--- src/rtl/rtc_bus_ctrl.sv ---
// RTC multiplexed-bus controller: refresh-driven 9-register read bursts,
// single buffered writes, and registered BCD time/date/timer outputs.
module rtc_bus_ctrl #(
  parameter int unsigned T_PHASE        = 10,
  parameter int unsigned REFRESH_CYCLES = 1000000
) (
  input  logic        clk,
  input  logic        reset,
  input  logic        wr_req,
  input  logic [7:0]  wr_addr,
  input  logic [7:0]  wr_data,
  input  logic [7:0]  ad_in,
  output logic [7:0]  ad_out,
  output logic        ad_oe,
  output logic        cs_n,
  output logic        rd_n,
  output logic        wr_n,
  output logic        a_d,
  output logic [23:0] time_bcd,
  output logic [23:0] date_bcd,
  output logic [23:0] timer_bcd,
  output logic        busy,
  output logic        read_done
);

  localparam int unsigned    RW        = (REFRESH_CYCLES > 1) ? $clog2(REFRESH_CYCLES) : 1;
  localparam logic [RW-1:0]  REF_LAST  = RW'(REFRESH_CYCLES - 1);
  localparam logic [7:0]     PH_LAST   = 8'(T_PHASE - 1);
  localparam logic [3:0]     LAST_READ = 4'd8;

  typedef enum logic [2:0] {IDLE, ADDR, GAP, DATA, RECOV} state_t;

  state_t      state, state_next;
  logic [7:0]  phase_cnt;
  logic [RW-1:0] refresh_cnt;
  logic        read_pending, write_pending;
  logic [7:0]  wb_addr, wb_data;
  logic [7:0]  cur_addr, cur_data;
  logic        is_write;
  logic [3:0]  burst_idx;
  logic [7:0]  shadow [0:7];

  logic        wrap, phase_last;
  logic        start_write, start_read;
  logic        sample, burst_next, write_end;

  function automatic logic [7:0] burst_addr(input logic [3:0] idx);
    case (idx)
      4'd0:    burst_addr = 8'h21;
      4'd1:    burst_addr = 8'h22;
      4'd2:    burst_addr = 8'h23;
      4'd3:    burst_addr = 8'h24;
      4'd4:    burst_addr = 8'h25;
      4'd5:    burst_addr = 8'h26;
      4'd6:    burst_addr = 8'h41;
      4'd7:    burst_addr = 8'h42;
      4'd8:    burst_addr = 8'h43;
      default: burst_addr = 8'h21;
    endcase
  endfunction

  assign wrap       = (refresh_cnt == REF_LAST);
  assign phase_last = (phase_cnt == PH_LAST);
  assign sample     = (state == DATA) && phase_last && !is_write;
  assign burst_next = (state == RECOV) && phase_last && !is_write && (burst_idx != LAST_READ);
  assign write_end  = (state == RECOV) && phase_last && is_write;
  assign busy       = (state != IDLE) || write_pending || read_pending;

  always_ff @(posedge clk or posedge reset) begin
    if (reset) state <= IDLE;
    else       state <= state_next;
  end

  // Idle arbitration also looks at this cycle's wr_req/wrap so a request
  // seen in IDLE starts its transaction on the very next edge.
  always_comb begin
    state_next  = state;
    start_write = 1'b0;
    start_read  = 1'b0;
    cs_n        = 1'b1;
    rd_n        = 1'b1;
    wr_n        = 1'b1;
    a_d         = 1'b0;
    ad_oe       = 1'b0;
    ad_out      = '0;
    unique case (state)
      IDLE: begin
        if (write_pending || wr_req) begin
          state_next  = ADDR;
          start_write = 1'b1;
        end else if (read_pending || wrap) begin
          state_next = ADDR;
          start_read = 1'b1;
        end
      end
      ADDR: begin
        cs_n   = 1'b0;
        wr_n   = 1'b0;
        ad_oe  = 1'b1;
        ad_out = cur_addr;
        if (phase_last) state_next = GAP;
      end
      GAP: begin
        if (phase_last) state_next = DATA;
      end
      DATA: begin
        cs_n = 1'b0;
        a_d  = 1'b1;
        if (is_write) begin
          wr_n   = 1'b0;
          ad_oe  = 1'b1;
          ad_out = cur_data;
        end else begin
          rd_n = 1'b0;
        end
        if (phase_last) state_next = RECOV;
      end
      RECOV: begin
        if (phase_last) state_next = burst_next ? ADDR : IDLE;
      end
      default: state_next = IDLE;
    endcase
  end

  always_ff @(posedge clk or posedge reset) begin
    if (reset) begin
      phase_cnt   <= '0;
      refresh_cnt <= '0;
    end else begin
      phase_cnt   <= (state == IDLE || phase_last) ? '0 : phase_cnt + 8'd1;
      refresh_cnt <= wrap ? '0 : refresh_cnt + RW'(1);
    end
  end

  always_ff @(posedge clk or posedge reset) begin
    if (reset) begin
      read_pending  <= 1'b0;
      write_pending <= 1'b0;
      wb_addr       <= '0;
      wb_data       <= '0;
      cur_addr      <= '0;
      cur_data      <= '0;
      is_write      <= 1'b0;
      burst_idx     <= '0;
    end else begin
      read_pending <= (read_pending || wrap) && !start_read;
      if (write_end)   write_pending <= 1'b0;
      else if (wr_req) write_pending <= 1'b1;
      if (wr_req && !write_pending) begin
        wb_addr <= wr_addr;
        wb_data <= wr_data;
      end
      if (start_write) begin
        is_write <= 1'b1;
        cur_addr <= write_pending ? wb_addr : wr_addr;
        cur_data <= write_pending ? wb_data : wr_data;
      end else if (start_read) begin
        is_write  <= 1'b0;
        burst_idx <= '0;
        cur_addr  <= burst_addr(4'd0);
      end else if (burst_next) begin
        burst_idx <= burst_idx + 4'd1;
        cur_addr  <= burst_addr(burst_idx + 4'd1);
      end
    end
  end

  // The ninth byte goes straight from ad_in to the outputs, so all three
  // BCD words change together one cycle after the final sample.
  always_ff @(posedge clk or posedge reset) begin
    if (reset) begin
      time_bcd  <= '0;
      date_bcd  <= '0;
      timer_bcd <= '0;
      read_done <= 1'b0;
      for (int unsigned i = 0; i < 8; i++) shadow[i] <= '0;
    end else begin
      read_done <= 1'b0;
      if (sample) begin
        if (burst_idx == LAST_READ) begin
          time_bcd  <= {shadow[2], shadow[1], shadow[0]};
          date_bcd  <= {shadow[3], shadow[4], shadow[5]};
          timer_bcd <= {ad_in, shadow[7], shadow[6]};
          read_done <= 1'b1;
        end else begin
          shadow[burst_idx[2:0]] <= ad_in;
        end
      end
    end
  end

endmodule

--- config.mk ---
export PLATFORM = sky130hd
export DESIGN_NAME = rtc_bus_ctrl
export DESIGN_NICKNAME = d
export VERILOG_FILES = /design/src/rtl/rtc_bus_ctrl.sv
export SDC_FILE = /design/constraint.sdc
export NUM_CORES = 1
export LEC_CHECK = 0
export ABC_AREA = 0
export BUFFER_PORTS_ARGS = -buffer_cell sky130_fd_sc_hd__buf_2
export CORE_ASPECT_RATIO = 0.75
export CORE_MARGIN = 3
export CORE_UTILIZATION = 35
export CTS_CLUSTER_SIZE = 30
export DETAILED_ROUTE_END_ITERATION = 8
export PLACE_DENSITY = 0.53
export SLEW_MARGIN = 20
export SYNTH_ARGS = -nofsm -noshare
export SYNTH_HDL_FRONTEND = slang
export SYNTH_SLANG_ARGS = --single-unit
--- constraint.sdc ---
create_clock -name clk -period 10.2 [get_ports clk]
set_clock_uncertainty 0.15 [all_clocks]
set_input_delay 1.53 -clock clk [delete_from_list [all_inputs] [get_ports clk]]
set_output_delay 1.53 -clock clk [all_outputs]
set_load 0.05 [all_outputs]
Yosys cells after proc, flatten, opt, wreduce, memory -nomap -nowiden
Memory sizes are Yosys's and may differ from the RTL's. Index checks and enable logic that the tools add are counted.

Register bits: 207. Bits in latches: 0. RAM bits: 0. Bits in read-only memories: 80. Input bits: 27. Output and inout port bits: 87. Word-level logic and storage cells: 113. Memories kept: 1.

$add $sub $neg: 3. Multiply operators: 0. Divide/modulo/power cells: 0. Order comparisons: 2. Eq/ne operators: 13. Shift-type cells: 0. Multiplexer cells: 40. Bitwise operators: 3. Reduce and logical (&&, ||, !) cells: 28.

Memories: (no name shown) (words 16, width 5, rd ports 1, clocked after Yosys merged registers in 0, wr ports 0, RTL line 48) `case (idx)`.

Operators with widths (count): $bwmux 64 (1); $mux 8 (8); $demux 8 s3 (1); $add 20x1->20 const B (1); $eq 20x20->1 const B (1); $mux 20 (1); $mux 3 (6); $mux 1 (17); $pmux 8 s2 (1); $pmux 3 s5 (1); $logic_and 1x1->1 (9); $add 8x1->8 const B (1); $eq 8x4->1 const B (1); $mux 4 (2); $ne 2x2->1 const B (4); $eq 3x2->1 const B (2); $reduce_and 2->1 (3); $reduce_bool 2->1 (3); $reduce_bool 3->1 (2); $logic_or 1x1->1 (5); $reduce_and 5->1 (1); $add 4x1->4 const B (1); $eq 4x4->1 const B (1); $ge 4x4->1 const B (1); 11 further kinds (15).

Depth between registers and ports, before layout
Word-level depth: 7. Mapped depth: 9.

Least setup slack after synthesis
OpenSTA, ideal clock, no wires.

Kind: register -> output. Start point: reg is_write. End point: out ad_out[0]. Arrival: 1512 ps. Data required time: 8520 ps. Setup slack: 7008 ps. Stages on the path, launching flop included: 5. Cells stage by stage: dfrtp_1 -> and2_1 -> clkbuf_1 -> a21oi_1 -> nor2_1.

Cells in the longest elaborated chain, start to end: 2.

RTL lines: start: declaration (RTL line 39) `logic is_write;`; start signal: assignment (RTL line 143) `is_write <= 1'b0;`; start signal: assignment (RTL line 154) `is_write <= 1'b1;`; start signal: assignment (RTL line 158) `is_write <= 1'b0;`; $mux 8 (RTL line 109) `if (is_write) begin`; $pmux 8 s2 (RTL line 86) `unique case (state)`; end: declaration (RTL line 13) `output logic [7:0] ad_out,`.

Every way passes these cells.

Final worst setup path
Start point: reg state[2]. End point: out rd_n.

Cells in the longest elaborated chain, start to end: 2.

RTL lines: start: declaration (RTL line 33) `state_t state, state_next;`; start signal: assignment (RTL line 71) `else state <= state_next;`; $eq 3x2->1 (RTL line 86); $mux 1 (RTL line 86); end: declaration (RTL line 16) `output logic rd_n,`.

Every way passes these cells.

==> flow_summary.yaml <==
logic_synthesis:
  synth_top_area_cell: "dfrtp_1"
  synth.distinct_cells: 49
  synth_edf_count: 0
  synth.most_common_cell: "dfrtp_1"
  syn_area_per_cell_sq_um: 13.6
  ys_ff_latch: 207
  yosys.area.top_type_share: 0.595
  synthCells: 641
  synth_common_cells: "dfrtp_1, mux2_2, nor2_1"
  synth_flop_cell: "dfrtp_1"
  seq_area_frac_synth: 0.595
  yosys_warnings: 0
  synthTopCellsByArea: "dfrtp_1, mux2_2, mux2i_1"
  syn_nets: 676
  syn_area_sq_mm: 0.00870
  synth-async-reset-ratio: 1.00
global_route:
  busiest_layer: "met2"
  grt_pass1_wl_um: 30800
  met1_usage: 0.193
  grt_max_degree: 132
  gr-total-overflow: 0
  antenna_found_initial: 0
  use_met2: 0.226
  grtUsageTotal: 0.139
  use_met3: 0.0254
  grt_pass1_vias: 5701
sta:
  slew_violations: 0
  setup_ws_ps: 6280
  fin_crit_sh: 0.384
  tightest_slew_ps: 1030
  max_slew_margin: 0.313
  tns_ps: 0
  period_needed_ps: 3920
  grt_setup_unrepaired: "no"
  holdWs_ps: 331
  setup_viol: 0
  fmax_mhz: 255
  hold_viol: 0
power_and_ir_drop:
  p_clk_frac: 0.400
  p_leak_nw: 5.29
  swShare: 0.280
  p_comb_frac: 0.140
  vdd_ir_drop_max_uv: 97.5
  p_per_area_mw_per_mm2: 192
  p_int_mw: 1.42
  p_seq_frac: 0.460
  switchingPower_uw: 553
  total_power_mw: 1.98
clocking:
  cts_max_path_buffers: 3
  cts_sinks: 207
  cts_hold_buf: 0
  cts_setup_buffers: 0
  clk_pin_slew_ps: 60
  cts_made_buffers: 23
  postCtsResizedCells: 0
  clk_latency_ps: 510
  cts_root_buffer: "clkbuf_16"
  cts-htree-levels: 1
  cts_tree: "yes"
placed_design:
  hpwl_um: 12500
  routabilityCongestion: 0.757
  placed_area_sq_mm: 0.00955
  pre_cts_ws_ps: 6530
  port_buffers: 113
  placedCellCount: 1062
routing:
  vias: 5284
  avgViaCountPerCell: 4.80
  drtPass1Iterations: 4
  drtIter0Drc: 290
  antenna_left: 0
  wire_per_inst_um: 16.8
  drc: 0
  wirelength_um: 18500
floorplanning:
  placementRows: 49
  boundaryPins: 114
  start_util: 0.359
  coreArea_sq_mm: 0.0242
  die_h_um: 143
  die_w_um: 188
  die_area_sq_mm: 0.0268
hold_path:
  hold_class: "reg -> reg"
final_layout:
  fin_area_sq_mm: 0.0103
  area_growth_pct: 18.2
  final_util: 0.425
  drive_above_1_share: 0.420
  n_fill_cell: 2238
  layout.nets: 792
  layoutNonFillerInstCount: 1101
job:
  maxCapViolCount: 0
critical_path:
  crit_path_start_kind: "flip-flop"
  worstPathArrival_ps: 2240
  critPathRequiredTime_ps: 8520
  critical_path_class: "reg -> out"
  cp_max_fo: 10
  end_kind: "output pin"
status:
  status: "completed"
-- path summary, 6_finish.rpt --
path	start	endpoint	slack, ps	cells after the start
max	state[2]	rd_n	6280	5
min	cur_data[5]	cur_data[5]	330	2
max reg2reg	phase_cnt[1]	date_bcd[6]	6880	7
min reg2reg	cur_data[5]	cur_data[5]	330	2
max in group asynchronous	reset	shadow[6]	7240	3
min in group asynchronous	reset	date_bcd[14]	1040	2
-- worst max-delay path, stage by stage, from the launching register on --
cell     delay [ps]
dfrtp_1         450
nor2b_1         240
inv_2           160
nor2_1          550
inv_1           100
buf_2           240
-- cell type report --
| type | count | area (sq um) | area share |
|---|---|---|---|
| inverter | 12 | 52.6 | 0.00511 |
| antenna | 1 | 2.50 | 0.000243 |
| clock inverter | 7 | 66.3 | 0.00644 |
| sequential | 207 | 5180 | 0.503 |
| clock buffer | 30 | 652 | 0.0634 |
| timing repair buffer | 115 | 593 | 0.0576 |
| multi-input combinational | 398 | 3330 | 0.324 |
| tap | 331 | 414 | 0.0402 |
-- state kept, by name, indices dropped and copies added, names as in the netlist, 4 cells and up --
name	flops
shadow	64
date_bcd	24
burst_idx	4
cur_data	8
refresh_cnt	20
time_bcd	24
wb_data	8
wb_addr	8
timer_bcd	24
phase_cnt	8
cur_addr	8
-- routing by layer --
layer / wire length [um] / vias to the layer above
met4: 478 / 0
met1: 8810 / 2681
met2: 8520 / 94
met5: 0 / -
li1: - / 2476
met3: 685 / 33
-- power by group through the flow --
stage / Combinational (mW) / Sequential (mW) / Clock (mW)
2_1_floorplan: 0.217 / 0.912 / 0
4_1_cts: 0.282 / 0.909 / 0.814
3_3_place_gp: 0.275 / 0.920 / 0
6_report: 0.276 / 0.909 / 0.790
3_5_place_dp: 0.281 / 0.923 / 0
5_1_grt: 0.304 / 0.916 / 0.845
-- logic make-up after synthesis --
group,share of synthesized area
buf+inv,0.0233
simple gates,0.0973
fa+ha+maj,0.0115
mux,0.217
compound gates,0.0293
flops,0.595
xor+xnor,0.0262
-- layout by cell type, fill, tap and decap left out, types with 5 or more instances in the layout --
master	count
clkbuf_8	5
ha_1	8
o21ai_0	16
a21oi_1	11
mux2i_1	18
nand3_1	13
nand2_1	36
and3_1	8
dfrtp_1	207
mux2_2	152
inv_1	10
buf_2	113
clkbuf_16	23
xor2_1	15
xnor2_1	11
nor2b_1	12
nor2_2	7
nor2_1	42
Power figures use the tool's default switching activity.
